===== src/rtl/arm_pkg.sv =====
// Shared core-wide constants: datapath word width and the default fetch-queue depth.
package arm_pkg;

  localparam int WORD_W    = 32;
  localparam int IFQ_DEPTH = 4;

endpackage


===== src/rtl/ifq_storage.sv =====
// Register array for the fetch/decode queue: one synchronous write port, asynchronous read.
// Contents are not reset; validity is tracked by the owner's occupancy count.
module ifq_storage
  import arm_pkg::*;
#(
  parameter int DEPTH = IFQ_DEPTH,
  parameter int DW    = 2 * WORD_W,
  parameter int AW    = $clog2(DEPTH)
) (
  input  logic          clk,
  input  logic          wr_en,
  input  logic [AW-1:0] wr_addr,
  input  logic [DW-1:0] wr_data,
  input  logic [AW-1:0] rd_addr,
  output logic [DW-1:0] rd_data
);

  logic [DW-1:0] mem [DEPTH];

  always_ff @(posedge clk) begin
    if (wr_en) mem[wr_addr] <= wr_data;
  end

  assign rd_data = mem[rd_addr];

endmodule


===== src/rtl/if_id_queue.sv =====
// Fetch-to-decode decoupling queue of {pc, instruction}; flush discards all entries.
// Latency: 1 cycle push-to-head; 0 cycles from an empty queue when IFQ_BYPASS_EN is defined.
// Backpressure: full (freezes fetch) rejects push even with a same-cycle pop.
module if_id_queue
  import arm_pkg::*;
#(
  parameter int DEPTH = IFQ_DEPTH,
  parameter int WIDTH = WORD_W
) (
  input  logic                     clk,
  input  logic                     rst,
  input  logic                     flush,
  input  logic                     push,
  input  logic [WIDTH-1:0]         in_pc,
  input  logic [WIDTH-1:0]         in_instruction,
  output logic                     full,
  input  logic                     pop,
  output logic                     out_valid,
  output logic [WIDTH-1:0]         out_pc,
  output logic [WIDTH-1:0]         out_instruction,
  output logic [$clog2(DEPTH):0]   count
);

  localparam int AW = $clog2(DEPTH);
  localparam int CW = AW + 1;

  logic [AW-1:0]      rd_ptr, wr_ptr;
  logic [CW-1:0]      cnt_q;
  logic [2*WIDTH-1:0] rd_data;
  logic               q_valid, byp_hit, push_ok, pop_ok, wr_en, rd_en;

  always_comb begin
    q_valid = (cnt_q != '0);
    full    = (cnt_q == CW'(DEPTH));
`ifdef IFQ_BYPASS_EN
    byp_hit = ~q_valid & push & ~flush;
`else
    byp_hit = 1'b0;
`endif
    out_valid = q_valid | byp_hit;
    push_ok   = push & ~full;
    pop_ok    = pop & out_valid;
    // A bypassed pair that decode takes immediately never lands in storage.
    wr_en     = push_ok & ~flush & ~(byp_hit & pop_ok);
    rd_en     = pop_ok & q_valid & ~flush;

    out_pc          = '0;
    out_instruction = '0;
    if (byp_hit) begin
      out_pc          = in_pc;
      out_instruction = in_instruction;
    end else if (q_valid) begin
      out_pc          = rd_data[2*WIDTH-1:WIDTH];
      out_instruction = rd_data[WIDTH-1:0];
    end
  end

  always_ff @(posedge clk or negedge rst) begin
    if (!rst) begin
      rd_ptr <= '0;
      wr_ptr <= '0;
      cnt_q  <= '0;
    end else if (flush) begin
      rd_ptr <= '0;
      wr_ptr <= '0;
      cnt_q  <= '0;
    end else begin
      if (wr_en) wr_ptr <= wr_ptr + AW'(1);
      if (rd_en) rd_ptr <= rd_ptr + AW'(1);
      cnt_q <= cnt_q + CW'(wr_en) - CW'(rd_en);
    end
  end

  assign count = cnt_q;

  ifq_storage #(
    .DEPTH (DEPTH),
    .DW    (2 * WIDTH),
    .AW    (AW)
  ) u_storage (
    .clk     (clk),
    .wr_en   (wr_en),
    .wr_addr (wr_ptr),
    .wr_data ({in_pc, in_instruction}),
    .rd_addr (rd_ptr),
    .rd_data (rd_data)
  );

endmodule


===== config.mk =====
export PLATFORM = sky130hd
export DESIGN_NAME = if_id_queue
export DESIGN_NICKNAME = d
export VERILOG_FILES = /design/src/rtl/arm_pkg.sv /design/src/rtl/ifq_storage.sv /design/src/rtl/if_id_queue.sv
export SDC_FILE = /design/constraint.sdc
export NUM_CORES = 1
export LEC_CHECK = 0
export ABC_CLOCK_PERIOD_IN_PS = 3400
export CAP_MARGIN = 20
export CORE_MARGIN = 2
export CORE_UTILIZATION = 50
export CTS_CLUSTER_SIZE = 16
export DETAILED_ROUTE_END_ITERATION = 10
export DONT_BUFFER_PORTS = 1
export HOLD_SLACK_MARGIN = 0.05
export PLACE_DENSITY = 0.74
export SLEW_MARGIN = 20
export SYNTH_ARGS = -nofsm -noshare
export SYNTH_HDL_FRONTEND = slang
export SYNTH_SLANG_ARGS = --single-unit

===== constraint.sdc =====
create_clock -name clk -period 3.4 [get_ports clk]
set_input_delay 0.34 -clock clk [delete_from_list [all_inputs] [get_ports clk]]
set_output_delay 0.34 -clock clk [all_outputs]
set_load 0.01 [all_outputs]

==> key figures <==
Die
  – FP Rows: 52
  – Die outline area: 0.02139 mm²
  – Initial Util: 50.49%
  – Die height: 146.2 µm
  – Die width: 146.2 µm
  – # IOs: 138
  – Std-Cell Core Area: 0.02004 mm²

Clocking
  – H-tree depth: 1
  – Post-CTS resize count: 0
  – Sink Count: 263
  – CTS tree: done
  – Root buffer cell: clkbuf_16
  – CTS Buf Count: 26
  – Clock transition at the registers of the reported paths: 0.06 ns
  – Clk buf depth: 3
  – Clock latency at the later pin of the worst-skew pair: 0.51 ns

Power and ir drop
  – Switching share of power: 26.72%
  – Worst vdd ir: 0.9413 mV
  – Pleak: 3.802 nW
  – NetSw: 2.253 mW
  – Power, Total: 8.433 mW
  – Internal Pwr Total: 6.180 mW
  – P per Cell Area: 706.1 mW/mm²
  – Logic gate share of total power: 21.4%
  – Flop pwr share: 46.6%
  – Clock share of power: 32.0%

STA
  – TNS Setup: 0 ns
  – Final setup fails: 0
  – Worst slew pin tran: 0.9865 ns
  – Final Cycle Share: 86.08%
  – Setup Skew: 0.005078 ns
  – Minimum clock period: 2.927 ns
  – Max Freq: 341.7 MHz
  – Final number of hold-violating endpoints: 0
  – Slew headroom: 34.23%
  – Final Max Slew Viols: 0
  – Setup repair after global routing missed its margin: no

Routing
  – Routed via count: 4536
  – Drt via density: 5.518
  – Residual DRC: 0
  – DRT iter0 DRCs: 251
  – Pre-antenna DRT Iters: 4
  – Wire length per cell: 21.62 µm
  – DRT Wirelength: 17770 µm
  – Post-route ant nets: 0

Layout
  – Sequential cell area: 0.007870 mm²
  – Fin cells: 822
  – Post-layout util: 59.60%
  – Nets@finish: 608
  – Layout cell share with drive strength beyond 1: 21.05%
  – Design area: 0.01194 mm²
  – Area grow syn2layout: 18.04%
  – Area of the multi-input gates: 0.002117 mm²
  – Filler cells: 1453

Synthesis
  – Synthesized area: 0.01012 mm²
  – Syn Area/Cell: 22.33 µm²
  – Flops & latches, synth: 263
  – Mapped Nets: 529
  – Post-synth cell types: 22
  – Syn Inst Count: 453
  – Sequential share of the synthesized area: 77.71%
  – YS warnings: 0

Setup path
  – Crit end category: register
  – CP Data Arrival Time: 3.35 ns
  – Worst setup SP type: register
  – Crit path max fanout: 7
  – Worst Path Required: 3.82 ns
  – Critical path type: register to register

Flow run
  – Max_cap viols: 0

Min path
  – Hold Crit Class: input port to register

Place
  – Port Buffers: 0
  – Placed cell count: 708
  – Final GP Congestion: 0.7037
  – Placed Area: 0.01046 mm²
  – Final HPWL DP: 9988 µm

Global routing
  – Grt ovf: 0
  – Vias in the first global route: 4973
  – First-pass GRT wire length: 27650 µm
  – Largest net degree at the start of global routing: 66
  – Initial antenna violation count: 1
  – Total GRT Usage: 16.71%

Outcome
  – Outcome: complete, no violations
path summary, 6_finish.rpt:
path	start	end	slack (ns)	cells after the start
min in group asynchronous	rst	wr_ptr[1]	0.16	1
max in group asynchronous	rst	rd_ptr[0]	2.96	1
worst min register to register	wr_ptr[1]	wr_ptr[1]	0.62	2
worst min-delay path	pop	rd_ptr[0]	0.12	3
worst max register to register	count[2]	count[2]	0.47	12
worst max-delay path	count[2]	count[2]	0.47	12
registers in the layout, indices dropped and copies added (netlist names):
name	flops
wr_ptr	2
u_storage.mem	256
rd_ptr	2
count	3
kinds of logic (layout without fill, tap and decap cells):
logic type / after synthesis / after routing / synth area share [%]
DFF: 263 / 263 / 77.71
and+or+nand+nor: 83 / 83 / 4.972
muxes: 65 / 65 / 14.35
buffers and inverters: 28 / 126 / 1.509
adders and majority gates: 7 / 7 / 0.9399
AOI/OAI and AO/OA: 4 / 4 / 0.2597
xor gates and xnor gates: 3 / 3 / 0.2598
other: 0 / 1 / 0
timing repair:
item                      4_1_cts  5_1_grt
hold buffers                   66        0
hold endpoints to repair      270        0
buffers inserted                0        0
cells in the mapped netlist, drive strengths merged:
cell type	number	area, µm²
a21oi	1	5.000
and2	69	431.7
buf	13	96.34
clkbuf	9	33.78
dfrtp	7	175.2
edfxtp	256	7687
fa	1	20.02
ha	6	75.07
inv	6	22.52
mux2i	1	10.01
mux4	64	1441
nand2b	2	12.51
nor2	6	22.52
nor2b	1	6.260
nor3	2	10.01
nor3b	1	7.510
o21ai	1	5.000
o311ai	1	8.760
o31ai	1	7.510
or3	2	12.51
xor2	3	26.28
layout by cell type, fill, tap and decap left out, types with 2 or more instances in the layout:
master         count
edfxtp_1         256
dlygate4sd3_1     66
and2_1            65
mux4_2            64
clkbuf_16         27
clkinv_2           8
clkbuf_1           7
inv_1              6
nor2_1             6
ha_1               6
dfrtp_1            5
buf_12             5
and2_4             4
xor2_1             3
nor3_1             2
nand2b_1           2
clkinv_1           2
bufinv_16          2
buf_4              2
dfrtp_4            2
metal layers:
metal / share of wire (%) / vias to the layer above / GRT usage, %
met5: 0 / - / 0
met4: 1.3 / 0 / 3.350
met3: 5.9 / 23 / 3.656
met2: 49 / 137 / 27.64
met1: 43 / 2382 / 23.46
li1: - / 1994 / -
stage by stage:
step | setup WS (ns) | hold slack, ns
2_1_floorplan | 0.4723 | 0.04441
3_3_place_gp | 0.7003 | 0.04462
3_5_place_dp | 0.5154 | 0.04456
4_1_cts | 0.4989 | 0.1054
5_1_grt | 0.2484 | 0.1268
6_report | 0.4732 | 0.1200
worst max-delay path, cell delays in order, from the launching register on:
cell and delay (ns):
dfrtp_1 0.47, nor3b_1 0.18, buf_4 0.17, nor3_1 0.44, inv_1 0.11, ha_1 0.32
inv_1 0.07, ha_1 0.15, inv_1 0.06, fa_1 0.40, xor2_1 0.17, and2_1 0.17
nor3_1 0.12
power by group through the flow:
stage	Sequential, mW	Combinational [mW]	Clock (mW)
final	3.93	1.81	2.69
after global routing	3.96	1.95	2.91
after CTS	3.94	1.84	2.76
after detailed placement	4.01	1.74	0
after global placement	3.99	1.71	0
after floorplan	3.88	1.52	0
cell type report:
cell class / instances / area share (%)
antenna: 1 / 0.02095
clock buffer: 34 / 5.877
clock inverter: 13 / 0.9639
inverter: 6 / 0.1886
multi-input combinational: 162 / 17.73
sequential: 263 / 65.90
tap: 270 / 2.829
timing repair buffer: 73 / 6.496
Note: power is estimated with default switching activity, not from simulation.
